==> src/rtl/selevy_ctrl_pkg.sv <==
// Shared constants for the selevy multicycle controller: state codes, opcodes,
// PC/writeback select codes and small opcode-classification helpers.
package selevy_ctrl_pkg;

  typedef enum logic [2:0] {
    ST_FETCH  = 3'd0,
    ST_DECODE = 3'd1,
    ST_EXEC   = 3'd2,
    ST_MEM    = 3'd3,
    ST_WB     = 3'd4,
    ST_HALT   = 3'd5,
    ST_TRAP   = 3'd6
  } state_t;

  localparam logic [6:0] OPC_LOAD   = 7'b0000011;
  localparam logic [6:0] OPC_STORE  = 7'b0100011;
  localparam logic [6:0] OPC_OP     = 7'b0110011;
  localparam logic [6:0] OPC_OPIMM  = 7'b0010011;
  localparam logic [6:0] OPC_BRANCH = 7'b1100011;
  localparam logic [6:0] OPC_JAL    = 7'b1101111;
  localparam logic [6:0] OPC_JALR   = 7'b1100111;
  localparam logic [6:0] OPC_LUI    = 7'b0110111;
  localparam logic [6:0] OPC_AUIPC  = 7'b0010111;
  localparam logic [6:0] OPC_SYSTEM = 7'b1110011;

  localparam logic [1:0] PC_SEL_SEQ  = 2'b00;
  localparam logic [1:0] PC_SEL_REL  = 2'b01;
  localparam logic [1:0] PC_SEL_JALR = 2'b10;

  localparam logic [1:0] WB_SEL_ALU  = 2'b00;
  localparam logic [1:0] WB_SEL_MEM  = 2'b01;
  localparam logic [1:0] WB_SEL_LINK = 2'b10;

  // SYSTEM is handled separately by the decoder, so it is not listed here.
  function automatic logic opc_known(input logic [6:0] opc);
    logic known;
    case (opc)
      OPC_LOAD, OPC_STORE, OPC_OP, OPC_OPIMM, OPC_BRANCH,
      OPC_JAL, OPC_JALR, OPC_LUI, OPC_AUIPC: known = 1'b1;
      default:                               known = 1'b0;
    endcase
    return known;
  endfunction

  function automatic logic opc_uses_imm(input logic [6:0] opc);
    logic imm;
    case (opc)
      OPC_OPIMM, OPC_LOAD, OPC_STORE, OPC_LUI, OPC_AUIPC, OPC_JALR: imm = 1'b1;
      default:                                                      imm = 1'b0;
    endcase
    return imm;
  endfunction

  function automatic logic [1:0] wb_sel_for(input logic [6:0] opc);
    logic [1:0] sel;
    case (opc)
      OPC_LOAD:           sel = WB_SEL_MEM;
      OPC_JAL, OPC_JALR:  sel = WB_SEL_LINK;
      default:            sel = WB_SEL_ALU;
    endcase
    return sel;
  endfunction

  function automatic logic [1:0] pc_sel_for(input logic [6:0] opc);
    logic [1:0] sel;
    case (opc)
      OPC_JAL:  sel = PC_SEL_REL;
      OPC_JALR: sel = PC_SEL_JALR;
      default:  sel = PC_SEL_SEQ;
    endcase
    return sel;
  endfunction

endpackage

==> src/rtl/selevy_ctrl_if.sv <==
// Control/datapath handshake bundle between the selevy controller (master)
// and the ROM, data memory, regfile and PC datapath (slave).
interface selevy_ctrl_if;
  logic       imem_req;
  logic       imem_ack;
  logic       ir_we;
  logic [6:0] opcode;
  logic       branch_taken;
  logic       alu_src_imm;
  logic       dmem_req;
  logic       dmem_we;
  logic       dmem_ack;
  logic       pc_we;
  logic [1:0] pc_sel;
  logic       rf_we;
  logic [1:0] wb_sel;

  modport master (
    output imem_req, ir_we, alu_src_imm, dmem_req, dmem_we,
           pc_we, pc_sel, rf_we, wb_sel,
    input  imem_ack, opcode, branch_taken, dmem_ack
  );

  modport slave (
    input  imem_req, ir_we, alu_src_imm, dmem_req, dmem_we,
           pc_we, pc_sel, rf_we, wb_sel,
    output imem_ack, opcode, branch_taken, dmem_ack
  );
endinterface

==> src/rtl/selevy_ctrl_timeout.sv <==
// Request/ack watchdog shared by instruction fetch and data-memory access;
// expire flags the cycle in which the wait reaches LIMIT-1 with no ack.
module selevy_ctrl_timeout #(
  parameter int LIMIT = 16
) (
  input  logic clk,
  input  logic reset,
  input  logic req,
  input  logic ack,
  input  logic clr,
  output logic expire
);

  localparam int CW = (LIMIT > 2) ? $clog2(LIMIT) : 1;
  localparam logic [CW-1:0] LAST = CW'(LIMIT - 2);

  logic [CW-1:0] cnt_r;

  // An ack in the expiry cycle suppresses the trap.
  assign expire = req & ~ack & (cnt_r == LAST);

  // Wait-cycle counter; any state change, ack or idle cycle restarts it.
  always_ff @(posedge clk) begin
    if (reset) begin
      cnt_r <= '0;
    end else if (clr || !req || ack) begin
      cnt_r <= '0;
    end else begin
      cnt_r <= cnt_r + CW'(1);
    end
  end

endmodule

==> src/rtl/selevy_ctrl.sv <==
// Multicycle control sequencer for the selevy core: steps each instruction
// through fetch/decode/execute/memory/writeback and drives datapath strobes.
module selevy_ctrl
  import selevy_ctrl_pkg::*;
#(
  parameter int CNT_W       = 32,
  parameter int MEM_TIMEOUT = 16
) (
  input  logic             CLK,
  input  logic             reset,
  input  logic             run,
  selevy_ctrl_if.master    bus,
  output logic [2:0]       state,
  output logic             halted,
  output logic             illegal,
  output logic             bus_err,
  output logic [CNT_W-1:0] instret
);

  state_t           state_r;
  state_t           state_next_s;
  logic [6:0]       op_r;
  logic             illegal_r;
  logic             bus_err_r;
  logic [CNT_W-1:0] instret_r;

  logic       imem_req_s;
  logic       ir_we_s;
  logic       alu_src_imm_s;
  logic       dmem_req_s;
  logic       dmem_we_s;
  logic       pc_we_s;
  logic [1:0] pc_sel_s;
  logic       rf_we_s;
  logic [1:0] wb_sel_s;
  logic       retire_s;
  logic       set_illegal_s;
  logic       set_bus_err_s;

  logic wd_req_s;
  logic wd_ack_s;
  logic wd_clr_s;
  logic wd_expire_s;

  // Only a request actually on the bus can be acknowledged.
  assign wd_req_s = ((state_r == ST_FETCH) & run) | (state_r == ST_MEM);
  assign wd_ack_s = ((state_r == ST_FETCH) & run & bus.imem_ack) |
                    ((state_r == ST_MEM) & bus.dmem_ack);
  assign wd_clr_s = (state_next_s != state_r);

  selevy_ctrl_timeout #(
    .LIMIT (MEM_TIMEOUT)
  ) u_timeout (
    .clk    (CLK),
    .reset  (reset),
    .req    (wd_req_s),
    .ack    (wd_ack_s),
    .clr    (wd_clr_s),
    .expire (wd_expire_s)
  );

  // Next-state and strobe decode from state, latched opcode and handshakes.
  always_comb begin
    state_next_s  = state_r;
    imem_req_s    = 1'b0;
    ir_we_s       = 1'b0;
    alu_src_imm_s = 1'b0;
    dmem_req_s    = 1'b0;
    dmem_we_s     = 1'b0;
    pc_we_s       = 1'b0;
    pc_sel_s      = PC_SEL_SEQ;
    rf_we_s       = 1'b0;
    wb_sel_s      = WB_SEL_ALU;
    retire_s      = 1'b0;
    set_illegal_s = 1'b0;
    set_bus_err_s = 1'b0;
    case (state_r)
      ST_FETCH: begin
        imem_req_s = run & ~wd_expire_s;
        if (wd_ack_s) begin
          ir_we_s      = 1'b1;
          state_next_s = ST_DECODE;
        end else if (wd_expire_s) begin
          set_bus_err_s = 1'b1;
          state_next_s  = ST_TRAP;
        end else begin
          state_next_s = ST_FETCH;
        end
      end
      ST_DECODE: begin
        if (bus.opcode == OPC_SYSTEM) begin
          state_next_s = ST_HALT;
        end else if (opc_known(bus.opcode)) begin
          state_next_s = ST_EXEC;
        end else begin
          set_illegal_s = 1'b1;
          state_next_s  = ST_TRAP;
        end
      end
      ST_EXEC: begin
        alu_src_imm_s = opc_uses_imm(op_r);
        if ((op_r == OPC_LOAD) || (op_r == OPC_STORE)) begin
          state_next_s = ST_MEM;
        end else if (op_r == OPC_BRANCH) begin
          pc_we_s      = 1'b1;
          pc_sel_s     = bus.branch_taken ? PC_SEL_REL : PC_SEL_SEQ;
          retire_s     = 1'b1;
          state_next_s = ST_FETCH;
        end else begin
          state_next_s = ST_WB;
        end
      end
      ST_MEM: begin
        dmem_req_s = ~wd_expire_s;
        dmem_we_s  = (op_r == OPC_STORE) & ~wd_expire_s;
        if (wd_ack_s) begin
          if (op_r == OPC_STORE) begin
            pc_we_s      = 1'b1;
            retire_s     = 1'b1;
            state_next_s = ST_FETCH;
          end else begin
            state_next_s = ST_WB;
          end
        end else if (wd_expire_s) begin
          set_bus_err_s = 1'b1;
          state_next_s  = ST_TRAP;
        end else begin
          state_next_s = ST_MEM;
        end
      end
      ST_WB: begin
        rf_we_s      = 1'b1;
        pc_we_s      = 1'b1;
        wb_sel_s     = wb_sel_for(op_r);
        pc_sel_s     = pc_sel_for(op_r);
        retire_s     = 1'b1;
        state_next_s = ST_FETCH;
      end
      ST_HALT, ST_TRAP: begin
        state_next_s = state_r;
      end
      default: begin
        state_next_s = ST_TRAP;
      end
    endcase
  end

  // State register.
  always_ff @(posedge CLK) begin
    if (reset) begin
      state_r <= ST_FETCH;
    end else begin
      state_r <= state_next_s;
    end
  end

  // Latched opcode, sticky trap causes and retired-instruction counter.
  always_ff @(posedge CLK) begin
    if (reset) begin
      op_r      <= 7'd0;
      illegal_r <= 1'b0;
      bus_err_r <= 1'b0;
      instret_r <= '0;
    end else begin
      op_r      <= (state_r == ST_DECODE) ? bus.opcode : op_r;
      illegal_r <= illegal_r | set_illegal_s;
      bus_err_r <= bus_err_r | set_bus_err_s;
      instret_r <= retire_s ? (instret_r + CNT_W'(1)) : instret_r;
    end
  end

  // Strobes are suppressed during the reset cycle itself.
  assign bus.imem_req    = imem_req_s & ~reset;
  assign bus.ir_we       = ir_we_s & ~reset;
  assign bus.dmem_req    = dmem_req_s & ~reset;
  assign bus.dmem_we     = dmem_we_s & ~reset;
  assign bus.pc_we       = pc_we_s & ~reset;
  assign bus.rf_we       = rf_we_s & ~reset;
  assign bus.alu_src_imm = alu_src_imm_s;
  assign bus.pc_sel      = pc_sel_s;
  assign bus.wb_sel      = wb_sel_s;

  assign state   = state_r;
  assign halted  = (state_r == ST_HALT) || (state_r == ST_TRAP);
  assign illegal = illegal_r;
  assign bus_err = bus_err_r;
  assign instret = instret_r;

endmodule

==> src/flat_wrapper.sv <==
// flat-port wrapper written by rule: the top's interface ports become plain ports
module selevy_ctrl_flat import selevy_ctrl_pkg::*;
#(
  parameter int CNT_W       = 32,
  parameter int MEM_TIMEOUT = 16
)
  (CLK, reset, run, state, halted, illegal, bus_err, instret, bus_imem_req, bus_ir_we, bus_alu_src_imm, bus_dmem_req, bus_dmem_we, bus_pc_we, bus_pc_sel, bus_rf_we, bus_wb_sel, bus_imem_ack, bus_opcode, bus_branch_taken, bus_dmem_ack);
  selevy_ctrl_if bus_i ();
  input  logic CLK;
  input  logic reset;
  input  logic run;
  output logic [2:0] state;
  output logic halted;
  output logic illegal;
  output logic bus_err;
  output logic [CNT_W-1:0] instret;
  output wire logic [$bits(bus_i.imem_req)-1:0] bus_imem_req;
  output wire logic [$bits(bus_i.ir_we)-1:0] bus_ir_we;
  output wire logic [$bits(bus_i.alu_src_imm)-1:0] bus_alu_src_imm;
  output wire logic [$bits(bus_i.dmem_req)-1:0] bus_dmem_req;
  output wire logic [$bits(bus_i.dmem_we)-1:0] bus_dmem_we;
  output wire logic [$bits(bus_i.pc_we)-1:0] bus_pc_we;
  output wire logic [$bits(bus_i.pc_sel)-1:0] bus_pc_sel;
  output wire logic [$bits(bus_i.rf_we)-1:0] bus_rf_we;
  output wire logic [$bits(bus_i.wb_sel)-1:0] bus_wb_sel;
  input wire logic [$bits(bus_i.imem_ack)-1:0] bus_imem_ack;
  input wire logic [$bits(bus_i.opcode)-1:0] bus_opcode;
  input wire logic [$bits(bus_i.branch_taken)-1:0] bus_branch_taken;
  input wire logic [$bits(bus_i.dmem_ack)-1:0] bus_dmem_ack;
  assign bus_imem_req = bus_i.imem_req;
  assign bus_ir_we = bus_i.ir_we;
  assign bus_alu_src_imm = bus_i.alu_src_imm;
  assign bus_dmem_req = bus_i.dmem_req;
  assign bus_dmem_we = bus_i.dmem_we;
  assign bus_pc_we = bus_i.pc_we;
  assign bus_pc_sel = bus_i.pc_sel;
  assign bus_rf_we = bus_i.rf_we;
  assign bus_wb_sel = bus_i.wb_sel;
  assign bus_i.imem_ack = bus_imem_ack;
  assign bus_i.opcode = bus_opcode;
  assign bus_i.branch_taken = bus_branch_taken;
  assign bus_i.dmem_ack = bus_dmem_ack;
  selevy_ctrl #(.CNT_W(CNT_W), .MEM_TIMEOUT(MEM_TIMEOUT)) u_core (.CLK(CLK), .reset(reset), .run(run), .bus(bus_i), .state(state), .halted(halted), .illegal(illegal), .bus_err(bus_err), .instret(instret));
endmodule
==> config.mk <==
export PLATFORM = sky130hd
export DESIGN_NAME = selevy_ctrl_flat
export DESIGN_NICKNAME = d
export VERILOG_FILES = /design/src/rtl/selevy_ctrl_pkg.sv /design/src/rtl/selevy_ctrl_if.sv /design/src/rtl/selevy_ctrl_timeout.sv /design/src/rtl/selevy_ctrl.sv /design/src/flat_wrapper.sv
export SDC_FILE = /design/constraint.sdc
export NUM_CORES = 1
export LEC_CHECK = 0
export ABC_AREA = 1
export CAP_MARGIN = 20
export CELL_PAD_IN_SITES_DETAIL_PLACEMENT = 1
export CELL_PAD_IN_SITES_GLOBAL_PLACEMENT = 1
export CORE_MARGIN = 4
export CORE_UTILIZATION = 38
export CTS_CLUSTER_DIAMETER = 40
export DETAILED_ROUTE_END_ITERATION = 7
export PLACE_DENSITY = 0.95
export SETUP_SLACK_MARGIN = 0.15
export SLEW_MARGIN = 20
export SYNTH_ARGS = -nofsm -noshare
export SYNTH_HDL_FRONTEND = slang
export SYNTH_HIERARCHICAL = 1
export SYNTH_SLANG_ARGS = --single-unit
==> constraint.sdc <==
create_clock -name CLK -period 3.05 [get_ports CLK]
set_input_delay 0.305 -clock CLK [delete_from_list [all_inputs] [get_ports CLK]]
set_output_delay 0.305 -clock CLK [all_outputs]
set_load 0.02 [all_outputs]
Word-level counts from Yosys, hierarchy flattened
Cells that the tools add are included.
- bits in registers: 48
- output and inout port bits: 49
- input port bits: 13
- reduce and logical (&&, ||, !) cells: 12
- muxes and demuxes: 39
- bitwise operators: 20
- eq/ne operators: 26
- $add $sub $neg: 2
- operators with widths (cell ; count):
    7-bit == test, second input constant ; 7
    7-bit by 6-bit == test with 1-bit output, second input constant ; 5
    32-bit by 1-bit adder with 32-bit output, second input constant ; 1
    7-bit by 5-bit == test with 1-bit output, second input constant ; 4
    3-bit 2-to-1 mux ; 9
    1-bit 2-to-1 mux ; 22
    3-bit case mux with 6 select lines ; 1
    7-bit by 2-bit == test with 1-bit output, second input constant ; 2
    1-bit bitwise AND ; 13
    2-bit case mux with 2 select lines ; 3
    3-bit == test, second input constant ; 3
    9-bit OR reduction ; 1
    2-bit OR reduction ; 4
    3-bit by 2-bit == test with 1-bit output, second input constant ; 2
    2-bit 2-to-1 mux ; 3
    6-bit OR reduction ; 1
    4-bit by 1-bit adder with 4-bit output, second input constant ; 1
    4-bit == test, second input constant ; 1
    1-bit logical OR ; 4
    1-bit OR ; 4
    3-bit by 1-bit == test with 1-bit output, second input constant ; 1
    3-bit logical NOT ; 1
    3-bit != test ; 1
    1-bit NOT ; 3
    other kinds (2) ; 2

Longest topological paths before layout
- depth after elaboration: 14
- gate-level depth with buffers: 21

By module
The synthesis kept the hierarchy.
- modules (own cells, without submodules) (module ; instances ; sequential area each (um2) ; cells each ; area each (um2)):
    selevy_ctrl ; 1 ; 880.8 ; 493 ; 2864.0
    selevy_ctrl_timeout ; 1 ; 80.1 ; 26 ; 192.7

Worst setup path before layout
Ideal clock, no wire load.
- path type: flip-flop to output port
- start: register u_core.state_r[1], in the netlist u_core/state[1]
- end: output bus_dmem_we
- cell stages (with the launch flop): 10
- buffers on the path: 0
- required time: 2.745 ns
- slack: 0.735 ns
- arrival: 2.010 ns
- cell sequence: dfxtp_1 inv_2 nor2_4 nand2_2 nand2_2 inv_1 nand2_2 nor2_1 nor3_1 and2_1
- cells in the longest elaborated chain, start to end: 11
- elaborated cells on any way between the ends: 14
- ends and longest elaborated chain (what ; RTL line ; source):
    start, declared ; selevy_ctrl.sv:20 ; state_t state_r;
    start signal, assigned ; selevy_ctrl.sv:153 ; state_r <= state_next_s;
    3-bit logical NOT ; selevy_ctrl.sv:47 ; assign wd_ack_s = ((state_r == ST_FETCH) & run & bus.imem_ack) |
    1-bit bitwise AND (2 in series) ; selevy_ctrl.sv:47 ;
    1-bit OR * ; selevy_ctrl.sv:47 ;
    named net u_core.wd_ack_s ; selevy_ctrl.sv:41 ; logic wd_ack_s;
    1-bit NOT * ; selevy_ctrl_timeout.sv:20 ; assign expire = req & ~ack & (cnt_r == LAST);
    1-bit bitwise AND * (2 in series) ; selevy_ctrl_timeout.sv:20 ;
    named net u_core.wd_expire_s ; selevy_ctrl.sv:43 ; logic wd_expire_s;
    1-bit NOT * ; selevy_ctrl.sv:115 ; dmem_we_s = (op_r == OPC_STORE) & ~wd_expire_s;
    1-bit bitwise AND * ; selevy_ctrl.sv:115 ;
    1-bit 2-to-1 mux * ; selevy_ctrl.sv:77 ; case (state_r)
    1-bit bitwise AND * ; selevy_ctrl.sv:176 ; assign bus.dmem_we = dmem_we_s & ~reset;
    end, declared ; flat_wrapper.sv:21 ; output wire logic [$bits(bus_i.dmem_we)-1:0] bus_dmem_we;
The timed path passes the listed nets; every way through them passes the cells marked *.

Final worst setup path
- start: register u_core.state_r[0], in the netlist u_core/state[0]
- end: output bus_pc_sel[1]
- cells in the longest elaborated chain, start to end: 2
- elaborated cells on any way between the ends: 3
- ends and longest elaborated chain (what ; RTL line ; source):
    3-bit == test or 3-bit by 2-bit == test with 1-bit output (tied branches) ; selevy_ctrl.sv:77 ;
    2-bit case mux with 2 select lines * ; selevy_ctrl.sv:77 ;
    end, declared ; flat_wrapper.sv:23 ; output wire logic [$bits(bus_i.pc_sel)-1:0] bus_pc_sel;
Mark *: on every way between the ends. The rest lies on a longest branch, timed or not.

==> impl_metrics.csv <==
group,metric,value,unit
critical_path,endpoint_kind,"primary output",
cts,clock_latency,0.31,ns
timing,finalMaxSlewViolations,0,
critical_path,reg2reg_slack,0.56,ns
route,remaining_drc_errors,0,
yosys,async_flop_share,0,
timing,relSlewSlack,0.423,
cts,cts_inserted_buffers,5,
critical_path,critPathBufInv,4,
final_layout,mostFrequentLayoutCell,"nand2_1",
route,vias,3494,
cts,clock-sinks,48,
route,wirelength,9.87,mm
floorplan,die_w,97.7,um
yosys,synthFlopType,"dfxtp_1",
placed_design,place_congestion,0.901,
timing,post-route-period-util,0.889,
timing,rsz0062_at_grt,"no",
final_layout,syn2layout_area_growth,25.4,%
route,drt_first_pass_iters,4,
floorplan,dieArea,9540,um2
hold_path,hp-class,"register to register",
cts,htree_levels,2,
grt,antenna_found_initial,0,
critical_path,reg2regPathDepth,15,
final_layout,drive_above_1_share,0.0467,
timing,hold_viol,0,
yosys,yosysUniqueCellTypes,28,
critical_path,worstPathCellList,"nor2_1, inv_1, nor2_1, inv_1, nor2_1, inv_1, nor3_1, clkdlybuf4s50_1",
pwr,power.leakage,1.53,nW
yosys,synth-edff-count,0,
cts,cts_max_path_buffers,2,
grt,grtUsageTotal,0.207,
yosys,synth_area_per_cell,5.89,um2
final_layout,layout_common_cells,"nand2_1, nor2_1, clkdlybuf4s50_1",
critical_path,rr_endpoint,"u_core/u_timeout/cnt_r[2]",
hold_path,hp-start,"u_core/u_timeout/cnt_r[0]",
yosys,syn_nets,535,
critical_path,max_stage_delay,0.64,ns
critical_path,cpLargestDelayFamily,"buffers and inverters",
yosys,synth-seq-cells,48,
cts,clockRootBuffer,"clkbuf_8",
critical_path,r2r-start,"u_core/state[2]",
grt,grt_first_pass_wirelength,16.7,mm
run_status,outcome,"completed",
timing,fin_crit,2.71,ns
cts,cts_tree,"built",
floorplan,initial_core_util,0.394,
critical_path,crit_arrival,2.41,ns
final_layout,finalNetCount,594,
timing,tns,0,ns
yosys,yosysWarnings,6,
timing,fmax,369,MHz
floorplan,row_count,32,
run,drv_cap,0,
cts,clk_pin_slew,0.08,ns
yosys,synthCells,519,
pwr,peakVddDrop,0.211,mV
cts,postCtsSetupBuffers,0,
grt,grt_overflow,0,
route,wire_per_inst,14.5,um
timing,finalSetupViolations,0,
floorplan,ioPinCount,62,
critical_path,worstPathMaxFanout,7,
route,drtIter0Drc,107,
route,viasPerCell,5.14,
timing,worst_hold_slack,0.481,ns
cts,cts_hold_buf,0,
route,antenna_left,0,
floorplan,core_area,7770,um2
placed_design,portBuffers,61,
grt,grt_start_max_net_pins,38,
yosys,syn-cell-area,3060,um2
timing,tightest_slew,0.863,ns
grt,grt_pass1_vias,3612,
critical_path,worstSetupPathType,"register to primary output",
critical_path,cp_slowest_cell,"clkdlybuf4s50_1",
hold_path,holdPathEnd,"u_core/u_timeout/cnt_r[0]",
floorplan,die_y,97.7,um
critical_path,required,2.74,ns
timing,skew,0.0116,ns
final_layout,diodes,0,
critical_path,startpoint,"u_core/state[0]",
yosys,ys_seq_area_frac,0.314,
pwr,power_density,304,nW/um2
critical_path,start_kind,"register",
placed_design,dp.final_hpwl,7.70,mm
hold_path,holdPathStages,1,
==> sequential cells by signal (all words and copies together), names as in the netlist <==
signal	count
u_core/bus_err	1
u_core/u_timeout/cnt_r	4
u_core/illegal	1
u_core/op_r	7
u_core/state	3
u_core/instret	32
==> Yosys cell counts (4+ instances only) <==
cell,count,area share
nand2_1,183,0.22
nor2_1,86,0.11
inv_1,52,0.064
dfxtp_1,48,0.31
a21oi_1,37,0.061
nand3_1,31,0.051
nor3_1,13,0.021
o21ai_0,9,0.015
xor2_1,9,0.026
nand4_1,7,0.014
clkbuf_1,6,0.0074
inv_2,5,0.0061
nand2_2,5,0.010
nand3b_1,5,0.012
buf_6,4,0.015
==> worst max path at each step <==
stage	endpoint	cells past startpoint	slack, ns
after detailed placement	bus_dmem_we	9	0.34
after CTS	bus_dmem_we	11	0.16
after global routing	bus_pc_sel[1]	8	0.16
after global placement	bus_dmem_we	9	0.47
final	bus_pc_sel[1]	8	0.34
after floorplan	bus_dmem_we	9	0.73
==> per-stage QoR <==
step                      total power [mW]  utilization  std cells  worst slack (ns)  cell area (um2)
final                                 1.17        0.493        680             0.339             3830
after global routing                  1.22        0.493        680             0.160             3830
after CTS                             1.18        0.491        680             0.160             3820
after detailed placement             0.803        0.481        673             0.336             3740
after global placement               0.797        0.481        673             0.473             3740
after floorplan                      0.751            -        519             0.735             3060
==> cell families (layout without fill, tap and decap cells) <==
kind of cell               after synthesis  count (layout)  synth area share
DFF                                     48              48             0.314
and+or+nand+nor                        338             338             0.461
buffers and inverters                   69             128            0.0954
AOI/OAI and AO/OA                       50              50            0.0860
adders and majority gates                3               3            0.0123
xor gates and xnor gates                11              11            0.0315
==> power breakdown <==
group | switching, mW | total (mW) | internal, mW
logic | 0.0883 | 0.138 | 0.0502
registers | 0.0132 | 0.650 | 0.637
clock network | 0.221 | 0.378 | 0.157
total | 0.323 | 1.17 | 0.844
==> layer usage <==
layer	part of all wire	up-vias	track usage	wire length, um
met2	0.52	78	0.385	5090
met1	0.43	1648	0.241	4220
met5	0	-	0	0
li1	-	1746	-	-
met4	0.022	0	0.0682	222
met3	0.034	22	0.0302	333
==> repair_timing <==
action	4_1_cts	5_1_grt
hold endpoints to repair	0	0
gates resized for setup	0	5
setup endpoints to repair	0	5
==> final cells by class <==
type / instances / area [um2]
Tap cell: 102 / 128
Multi-Input combinational cell: 402 / 1810
Clock inverter: 1 / 5.00
Fill cell: 1085 / 3940
Timing Repair Buffer: 64 / 641
Sequential cell: 48 / 961
Clock buffer: 6 / 72.6
Inverter: 57 / 214
(Power assumes the default switching activity.)
